$ cat src/rtl/multicycle_cu.sv
// Multicycle LEGv8 control unit: FETCH/DECODE/EXEC/MEM/WB sequencer driving datapath strobes.
// 3-5 cycles per instruction; stalls in FETCH/MEM until ready, halting after WAIT_MAX low cycles.
module multicycle_cu #(
  parameter int OPCODE_W   = 11,
  parameter int WAIT_MAX   = 15,
  parameter bit ENABLE_IMM = 1'b1
) (
  input  logic                clk,
  input  logic                reset,
  input  logic [OPCODE_W-1:0] opcode,
  input  logic                Zero,
  input  logic                imem_ready,
  input  logic                dmem_ready,
  output logic                imemRd,
  output logic                irWr,
  output logic                reg2loc,
  output logic [1:0]          seu,
  output logic                aluSrc,
  output logic [2:0]          aluOp,
  output logic                memRd,
  output logic                memWr,
  output logic                memToReg,
  output logic                regWr,
  output logic                pcWr,
  output logic                pcSrc,
  output logic [2:0]          state_o,
  output logic                illegal,
  output logic                timeout
);

  localparam logic [10:0] OP_ADD  = 11'b10001011000;
  localparam logic [10:0] OP_SUB  = 11'b11001011000;
  localparam logic [10:0] OP_AND  = 11'b10001010000;
  localparam logic [10:0] OP_ORR  = 11'b10101010000;
  localparam logic [10:0] OP_LDUR = 11'b11111000010;
  localparam logic [10:0] OP_STUR = 11'b11111000000;
  localparam logic [9:0]  OP_ADDI = 10'b1001000100;
  localparam logic [9:0]  OP_SUBI = 10'b1101000100;
  localparam logic [9:0]  OP_ANDI = 10'b1001001000;
  localparam logic [9:0]  OP_ORRI = 10'b1011001000;
  localparam logic [7:0]  OP_CBZ  = 8'b10110100;
  localparam logic [7:0]  OP_CBNZ = 8'b10110101;
  localparam logic [5:0]  OP_B    = 6'b000101;
  localparam logic [7:0]  WAIT_LAST = 8'(WAIT_MAX - 1);

  typedef enum logic [2:0] {
    FETCH = 3'd0, DECODE = 3'd1, EXEC = 3'd2, MEM = 3'd3, WB = 3'd4, HALT = 3'd7
  } state_t;

  typedef enum logic [2:0] {CL_NONE, CL_R, CL_I, CL_D, CL_B, CL_CB} class_t;

  state_t              state, nextState;
  logic [OPCODE_W-1:0] opQ;
  logic [7:0]          waitCnt;
  logic                timeoutQ;
  class_t              opClass;
  logic [2:0]          opAlu;
  logic                isLdur, isCbnz, cbTaken;
  logic                inWait, waitRdy, waitExpired;

  // Classification looks only at the latched opcode, widest match first.
  always_comb begin
    opClass = CL_NONE;
    opAlu   = 3'b000;
    if (opQ == OP_ADD) begin
      opClass = CL_R; opAlu = 3'b000;
    end else if (opQ == OP_SUB) begin
      opClass = CL_R; opAlu = 3'b001;
    end else if (opQ == OP_AND) begin
      opClass = CL_R; opAlu = 3'b010;
    end else if (opQ == OP_ORR) begin
      opClass = CL_R; opAlu = 3'b011;
    end else if (opQ == OP_LDUR || opQ == OP_STUR) begin
      opClass = CL_D;
    end else if (ENABLE_IMM && opQ[10:1] == OP_ADDI) begin
      opClass = CL_I; opAlu = 3'b000;
    end else if (ENABLE_IMM && opQ[10:1] == OP_SUBI) begin
      opClass = CL_I; opAlu = 3'b001;
    end else if (ENABLE_IMM && opQ[10:1] == OP_ANDI) begin
      opClass = CL_I; opAlu = 3'b010;
    end else if (ENABLE_IMM && opQ[10:1] == OP_ORRI) begin
      opClass = CL_I; opAlu = 3'b011;
    end else if (opQ[10:3] == OP_CBZ || opQ[10:3] == OP_CBNZ) begin
      opClass = CL_CB;
    end else if (opQ[10:5] == OP_B) begin
      opClass = CL_B;
    end
  end

  assign isLdur      = (opQ == OP_LDUR);
  assign isCbnz      = (opQ[10:3] == OP_CBNZ);
  assign cbTaken     = isCbnz ? !Zero : Zero;
  assign inWait      = (state == FETCH) || (state == MEM);
  assign waitRdy     = (state == MEM) ? dmem_ready : imem_ready;
  // A ready arriving on the last allowed cycle still wins.
  assign waitExpired = inWait && !waitRdy && (waitCnt == WAIT_LAST);

  always_ff @(posedge clk) begin
    if (reset) begin
      state    <= FETCH;
      opQ      <= '0;
      waitCnt  <= '0;
      timeoutQ <= 1'b0;
    end else begin
      state <= nextState;
      if (state == FETCH && imem_ready) opQ <= opcode;
      if (inWait && !waitRdy) waitCnt <= waitCnt + 8'd1;
      else                    waitCnt <= '0;
      if (waitExpired) timeoutQ <= 1'b1;
    end
  end

  always_comb begin
    nextState = state;
    imemRd    = 1'b0;
    irWr      = 1'b0;
    reg2loc   = 1'b0;
    seu       = 2'b00;
    aluSrc    = 1'b0;
    aluOp     = 3'b000;
    memRd     = 1'b0;
    memWr     = 1'b0;
    memToReg  = 1'b0;
    regWr     = 1'b0;
    pcWr      = 1'b0;
    pcSrc     = 1'b0;
    illegal   = 1'b0;
    case (state)
      FETCH: begin
        imemRd = 1'b1;
        if (imem_ready) begin
          irWr = 1'b1; pcWr = 1'b1; nextState = DECODE;
        end else if (waitExpired) begin
          nextState = HALT;
        end
      end
      DECODE: begin
        if (opClass == CL_NONE) begin
          illegal = 1'b1; nextState = FETCH;
        end else begin
          nextState = EXEC;
        end
      end
      EXEC: begin
        nextState = FETCH;
        case (opClass)
          CL_R: begin
            aluOp = opAlu; nextState = WB;
          end
          CL_I: begin
            reg2loc = 1'b1; seu = 2'b00; aluSrc = 1'b1; aluOp = opAlu; nextState = WB;
          end
          CL_D: begin
            reg2loc = 1'b1; seu = 2'b01; aluSrc = 1'b1; nextState = MEM;
          end
          CL_B: begin
            seu = 2'b10; pcWr = 1'b1; pcSrc = 1'b1;
          end
          CL_CB: begin
            reg2loc = 1'b1; seu = 2'b11; aluOp = 3'b100; pcWr = cbTaken; pcSrc = cbTaken;
          end
          default: ;
        endcase
      end
      MEM: begin
        seu    = 2'b01;
        aluSrc = 1'b1;
        memRd  = isLdur;
        memWr  = !isLdur;
        if (dmem_ready)       nextState = isLdur ? WB : FETCH;
        else if (waitExpired) nextState = HALT;
      end
      WB: begin
        regWr = 1'b1; memToReg = isLdur; nextState = FETCH;
      end
      HALT: ;
      default: nextState = FETCH;
    endcase
    // Strobes stay quiet for as long as reset is held, whatever the state register says.
    if (reset) begin
      imemRd = 1'b0; irWr = 1'b0; memRd = 1'b0; memWr = 1'b0;
      regWr  = 1'b0; pcWr = 1'b0; illegal = 1'b0;
    end
  end

  assign state_o = state;
  assign timeout = timeoutQ;

endmodule

$ cat config.mk
export PLATFORM = sky130hd
export DESIGN_NAME = multicycle_cu
export DESIGN_NICKNAME = d
export VERILOG_FILES = /design/src/rtl/multicycle_cu.sv
export SDC_FILE = /design/constraint.sdc
export NUM_CORES = 1
export LEC_CHECK = 0
export ABC_AREA = 0
export BUFFER_PORTS_ARGS = -buffer_cell sky130_fd_sc_hd__buf_2
export CELL_PAD_IN_SITES_DETAIL_PLACEMENT = 2
export CELL_PAD_IN_SITES_GLOBAL_PLACEMENT = 2
export CORE_ASPECT_RATIO = 0.7
export CORE_MARGIN = 1.5
export CORE_UTILIZATION = 30
export CTS_CLUSTER_DIAMETER = 30
export CTS_CLUSTER_SIZE = 16
export DETAILED_ROUTE_END_ITERATION = 8
export GPL_ROUTABILITY_DRIVEN = 0
export PLACE_DENSITY = 0.93
export SYNTH_ARGS = -nofsm -noshare
export SYNTH_HDL_FRONTEND = slang
export SYNTH_SLANG_ARGS = --single-unit
export TNS_END_PERCENT = 1
$ cat constraint.sdc
create_clock -name clk -period 3.8 [get_ports clk]
set_clock_uncertainty 0.05 [all_clocks]
set_input_delay 0.57 -clock clk [delete_from_list [all_inputs] [get_ports clk]]
set_output_delay 0.57 -clock clk [all_outputs]
set_load 0.05 [all_outputs]
Yosys cells after proc, flatten, opt, wreduce, memory -nomap -nowiden
Index checks and enable logic that the tools add are counted.
{ "totals": {"regBits": 23, "inputBits": 16, "output_inout_bits": 20} }
{ "op_classes": {"addsub": 1, "n_eq_ne": 24, "mux": 56, "bitwise_logic": 1, "n_reduce_logical": 15} }
{ "op_table": {"columns": ["operator", "count"], "rows": [
  ["11-bit == test (second input constant)", 6],
  ["3-bit 2-to-1 mux", 17],
  ["10-bit == test (second input constant)", 4],
  ["1-bit 2-to-1 mux", 22],
  ["2-bit 2-to-1 mux", 9],
  ["8-bit == test (second input constant)", 2],
  ["3-bit one-hot mux with 5 select lines", 1],
  ["3-bit by 2-bit == test with 1-bit output (second input constant)", 4],
  ["3-bit == test (second input constant)", 4],
  ["3-bit one-hot mux with 2 select lines", 2],
  ["8-bit by 1-bit adder with 8-bit output (second input constant)", 1],
  ["8-bit by 4-bit == test with 1-bit output (second input constant)", 1],
  ["3-bit by 1-bit == test with 1-bit output (second input constant)", 2],
  ["6-bit by 3-bit == test with 1-bit output (second input constant)", 1],
  ["3-bit zero test", 2],
  ["1-bit one-hot mux with 2 select lines", 3],
  ["2-bit one-hot mux with 3 select lines", 1],
  ["2-bit OR reduction", 3],
  ["2-bit one-hot mux with 2 select lines", 1],
  ["1-bit logical AND", 3],
  ["1-bit zero test", 3],
  ["1-bit logical OR", 3],
  ["3-bit OR reduction", 1],
  ["1-bit NOT", 1]
]} }

Depth between registers and ports, before layout
{ "depth": {"depth_word": 16, "mapped_depth": 6} }

Least setup slack after synthesis
No wires, ideal clock.
{ "synth_path": {"kind": "register to output", "start": "register state[1], in the netlist state_o[1]", "end": "output pcWr", "arrival_ps": 3761, "required_ps": 3180, "slack_ps": -581, "stages_incl_launch_ff": 6, "path_buffers": 1, "path_cell_list": "dfxtp_1 -> buf_2 -> nand2_1 -> nor3b_1 -> a21boi_1 -> o21a_1"} }
{ "synth_between": {"elab_chain_len": 3, "elab_cells_between_ends": 4, "classes_between": "1 x eq/ne; 2 x mux; 1 x reduce/logical"} }
{ "synth_lines": {"columns": ["element", "line_no", "text"], "rows": [
  ["start, declared", "52", "state_t state, nextState;"],
  ["start signal, assigned", "105", "state <= nextState;"],
  ["3-bit by 2-bit == test with 1-bit output or 3-bit zero test (tied branches)", "128", "case (state)"],
  ["1-bit one-hot mux with 2 select lines *", "128", null],
  ["1-bit 2-to-1 mux *", "180", "if (reset) begin"],
  ["end, declared", "24", "output logic pcWr,"]
]} }
Mark *: on every way between the ends. The rest lies on a longest branch, timed or not.

Worst setup path in the final report
{ "layout_path": {"start": "register opQ[10]", "end": "output illegal"} }
{ "layout_between": {"elab_chain_len": 16, "elab_cells_between_ends": 30, "classes_between": "13 x eq/ne; 14 x mux; 3 x reduce/logical"} }
{ "layout_lines": {"columns": ["element", "line_no", "text"], "rows": [
  ["start, declared", "53", "logic [OPCODE_W-1:0] opQ;"],
  ["start signal, assigned", "106", "if (state == FETCH && imem_ready) opQ <= opcode;"],
  ["6-bit by 3-bit == test with 1-bit output or 8-bit == test (tied branches)", "85, 83", null],
  ["3-bit 2-to-1 mux or 1-bit logical OR (tied branches)", "85, 83", null],
  ["3-bit 2-to-1 mux", "83", "end else if (opQ[10:3] == OP_CBZ || opQ[10:3] == OP_CBNZ) begin"],
  ["3-bit 2-to-1 mux", "81", "end else if (ENABLE_IMM && opQ[10:1] == OP_ORRI) begin"],
  ["3-bit 2-to-1 mux", "79", "end else if (ENABLE_IMM && opQ[10:1] == OP_ANDI) begin"],
  ["3-bit 2-to-1 mux", "77", "end else if (ENABLE_IMM && opQ[10:1] == OP_SUBI) begin"],
  ["3-bit 2-to-1 mux", "75", "end else if (ENABLE_IMM && opQ[10:1] == OP_ADDI) begin"],
  ["3-bit 2-to-1 mux", "73", "end else if (opQ == OP_LDUR || opQ == OP_STUR) begin"],
  ["3-bit 2-to-1 mux", "71", "end else if (opQ == OP_ORR) begin"],
  ["3-bit 2-to-1 mux", "69", "end else if (opQ == OP_AND) begin"],
  ["3-bit 2-to-1 mux", "67", "end else if (opQ == OP_SUB) begin"],
  ["3-bit 2-to-1 mux *", "65", "if (opQ == OP_ADD) begin"],
  ["3-bit zero test *", "138", "if (opClass == CL_NONE) begin"],
  ["1-bit 2-to-1 mux *", "138", null],
  ["1-bit 2-to-1 mux *", "128", null],
  ["1-bit 2-to-1 mux *", "180", null],
  ["end, declared", "27", "output logic illegal,"]
]} }
Marked as above.

==> summary.txt <==
Run status
  • Status: finished clean

Die
  • Die extent in x: 82.44 um
  • Full die area: 4831 um2
  • # rows: 19
  • Die height: 58.61 um
  • # IOs: 36
  • Placeable Area: 4065 um2
  • Starting Density: 32.59%

Logic synthesis
  • Post-synthesis register bit count: 23
  • Syn nets: 194
  • Number of flops mapped to enable cells by yosys: 0
  • Mapped Cells: 176
  • Post-synth ARST share: 0%
  • Synth top area cells: dfxtp_1 (35%), nand2_1 (8.8%), a21oi_1 (6.0%)
  • Synth cell types: 44
  • Yosys top cell area share: 34.75%
  • Ys flop type: dfxtp_1
  • Warnings, synthesis: 0
  • Syn_area_per_cell: 7.529 um2
  • Mapped Area: 1325 um2
  • Seq/Total Area, Yosys: 34.75%
  • Largest area contributor in the netlist: dfxtp_1

Routing
  • Vias/cell: 5.411
  • Routed WL per cell: 16.45 um
  • Initial DRT Pass Iterations: 4
  • Routed Antenna Nets: 0
  • DR DRC count: 0
  • DR iter-0 viols: 101
  • Via Count: 1396
  • Drt total wl: 4243 um

Finish
  • Nets: 225
  • Commonest non-fill, non-tap cell in the layout: buf_2
  • Final Core Density: 38.97%
  • Ratio of cells with drive above 1 in the final layout: 23.30%
  • Layout area overhead: 19.55%
  • Most frequent cells in the layout: buf_2 (35), nand2_1 (31), dfxtp_1 (23)
  • Design area: 1584 um2
  • Antenna cells: 0

Timing
  • Worst slew pin tran: 0.4339 ns
  • Final Hold Vio Count: 0
  • Fin. max-slew vios: 0
  • Worst hold margin: 0.4443 ns
  • RSZ-0062 raised after global routing: false
  • Setup Viol. Count Final: 0
  • Setup tns final: 0 ns
  • Period utilisation layout: 76.39%
  • F_max: 344.5 MHz
  • Rel. slew slack: 70.85%
  • Min Clock Period, post-route: 2.903 ns
  • Final setup margin: 0.8974 ns

Critical path
  • Setup CP Type: register to primary output
  • CP delay by family, top: simple AND/OR/NAND/NOR gates
  • FF-to-FF Start: opQ[10]$_SDFFE_PP0P_
  • Critical path buffer and inverter count: 1
  • CP Cell Sequence: nor3b_4 > a32oi_1 > o21ai_1 > and3b_2 > and3_1 > buf_2
  • Crit path launch: opQ[10]$_SDFFE_PP0P_
  • Slowest cell on crit path: dfxtp_1
  • CP arrival: 2.28 ns
  • Setup crit start kind: register
  • CP required: 3.18 ns
  • CP max stage delay: 0.50 ns
  • CP endpoint kind: primary output
  • Critical path fanouts, max: 7

Placed design
  • Dpl cell area: 1535 um2
  • Port buffer count: 35
  • Final HPWL DP: 3323 um
  • Dpl ws: 1.218 ns

GRT
  • Gr usage total: 19.50%
  • Number of global-route vias before repair: 1420
  • First-pass GRT wire length: 7107 um
  • Top Usage Layer GRT: met2
  • Met3 Resource Use GR: 3.256%
  • Initial antenna violation count: 0
  • Gr ovfl total: 0
  • Met2 usage: 30.55%
  • Largest net degree at the start of global routing: 23
  • Met1 Track Usage GR: 28.58%

Clock tree
  • Post-cts sizing count: 0
  • Hold_buf cts: 0
  • Num CTS Buffers: 3
  • Clock transition at path regs: 0.09 ns
  • Clock tree sinks: 23
  • TritonCTS clock tree: done
  • Worst skew pair latency: 0.27 ns
  • Clk buf depth: 2
  • H-tree depth: 1
  • Clock Tree Root: clkbuf_8
  • Setup Fix Bufs, Post-CTS: 0

Pwr
  • Clock power share: 32.5%
  • Peak VDD IR: 0.1569 mV
  • Sequential cell fraction of total power: 53.9%
  • Pint: 346.7 uW
  • Logic pwr share: 13.6%
  • Switching power: 143.1 uW
  • Sw frac: 29.21%
  • Pwr Density: 309.2 nW/um2
  • Leak: 0.0006200 uW

Min path
  • Worst hold-check path type: register to register
  • Start point of the worst min-delay path: timeout$_SDFFE_PP0P_

Job
  • Max cap viols: 0
## routing by layer
layer  vias up  part of all wire (%)  wire, um
met5         -                     0         0
met4         0                  0.24        10
met3         2                   3.9       167
met2        40                    44      1852
met1       675                    52      2212
li1        679                     -         -
## stage by stage
| stage | power, uW | instances |
|---|---|---|
| floorplan | 311.3 | 176 |
| global placement | 332.5 | 254 |
| detailed placement | 335.7 | 254 |
| CTS | 492.6 | 258 |
| global route | 513.0 | 258 |
| finish | 489.7 | 258 |
## kinds of logic (layout without fill, tap and decap cells)
family / after synthesis / count (layout) / share of synthesized area (%)
multiplexers: 1 / 1 / 0.7555
buffers and inverters: 11 / 41 / 3.494
AO/OA/AOI/OAI: 36 / 36 / 16.90
XOR/XNOR: 6 / 6 / 3.966
AND/OR/NAND/NOR: 97 / 97 / 38.24
adder cells (fa/ha/maj): 2 / 2 / 1.888
flip-flops: 23 / 23 / 34.75
## layout make-up
cell class,instances,area [um2]
tap,52,65.06
multi-input combinational,142,827.0
sequential,23,460.4
fill,488,2481
clock inverter,1,7.507
timing repair buffer,35,175.2
clock buffer,3,41.29
inverter,2,7.507
## power groups by stage
| stage | Sequential (uW) | Combinational [uW] | Clock (uW) |
|---|---|---|---|
| floorplan | 265 | 46.3 | 0 |
| global placement | 269 | 63.8 | 0 |
| global route | 266 | 73.3 | 174 |
| finish | 264 | 66.6 | 159 |
| detailed placement | 269 | 66.2 | 0 |
| CTS | 264 | 66.9 | 162 |
## worst reg2reg max path, delay by kind of cell, from the launching register on
family / cells / cell delay [ns]
AO/OA/AOI/OAI: 3 / 0.61
flip-flops: 1 / 0.50
AND/OR/NAND/NOR: 2 / 0.67
## synthesized netlist by cell type (2+ instances only)
cell type,n
nor2_1,19
a211oi_1,2
o21a_1,2
nor3_1,9
nand4_1,6
a21oi_1,16
or3_1,4
nand2b_1,3
dfxtp_1,23
inv_1,2
clkbuf_1,4
xor2_1,5
ha_1,2
buf_2,4
nor2b_1,2
o21ai_0,4
nand3_1,5
nand2_1,31
nor3b_1,4
a31oi_1,2
and2_1,4
## worst paths after layout
check                           cells after the start                      end  slack [ns]
worst min-delay path                                2     timeout$_SDFFE_PP0P_        0.44
worst max register to register                      5  state_o[1]$_SDFFE_PP0P_        1.89
worst max-delay path                                6                  illegal        0.90
worst min register to register                      2     timeout$_SDFFE_PP0P_        0.44
## sequential cells by signal, summed over array words and instances (netlist names)
signal / count
waitCnt: 8
timeout: 1
opQ: 11
state_o: 3
No activity file was read; power rests on OpenSTA's default activity.
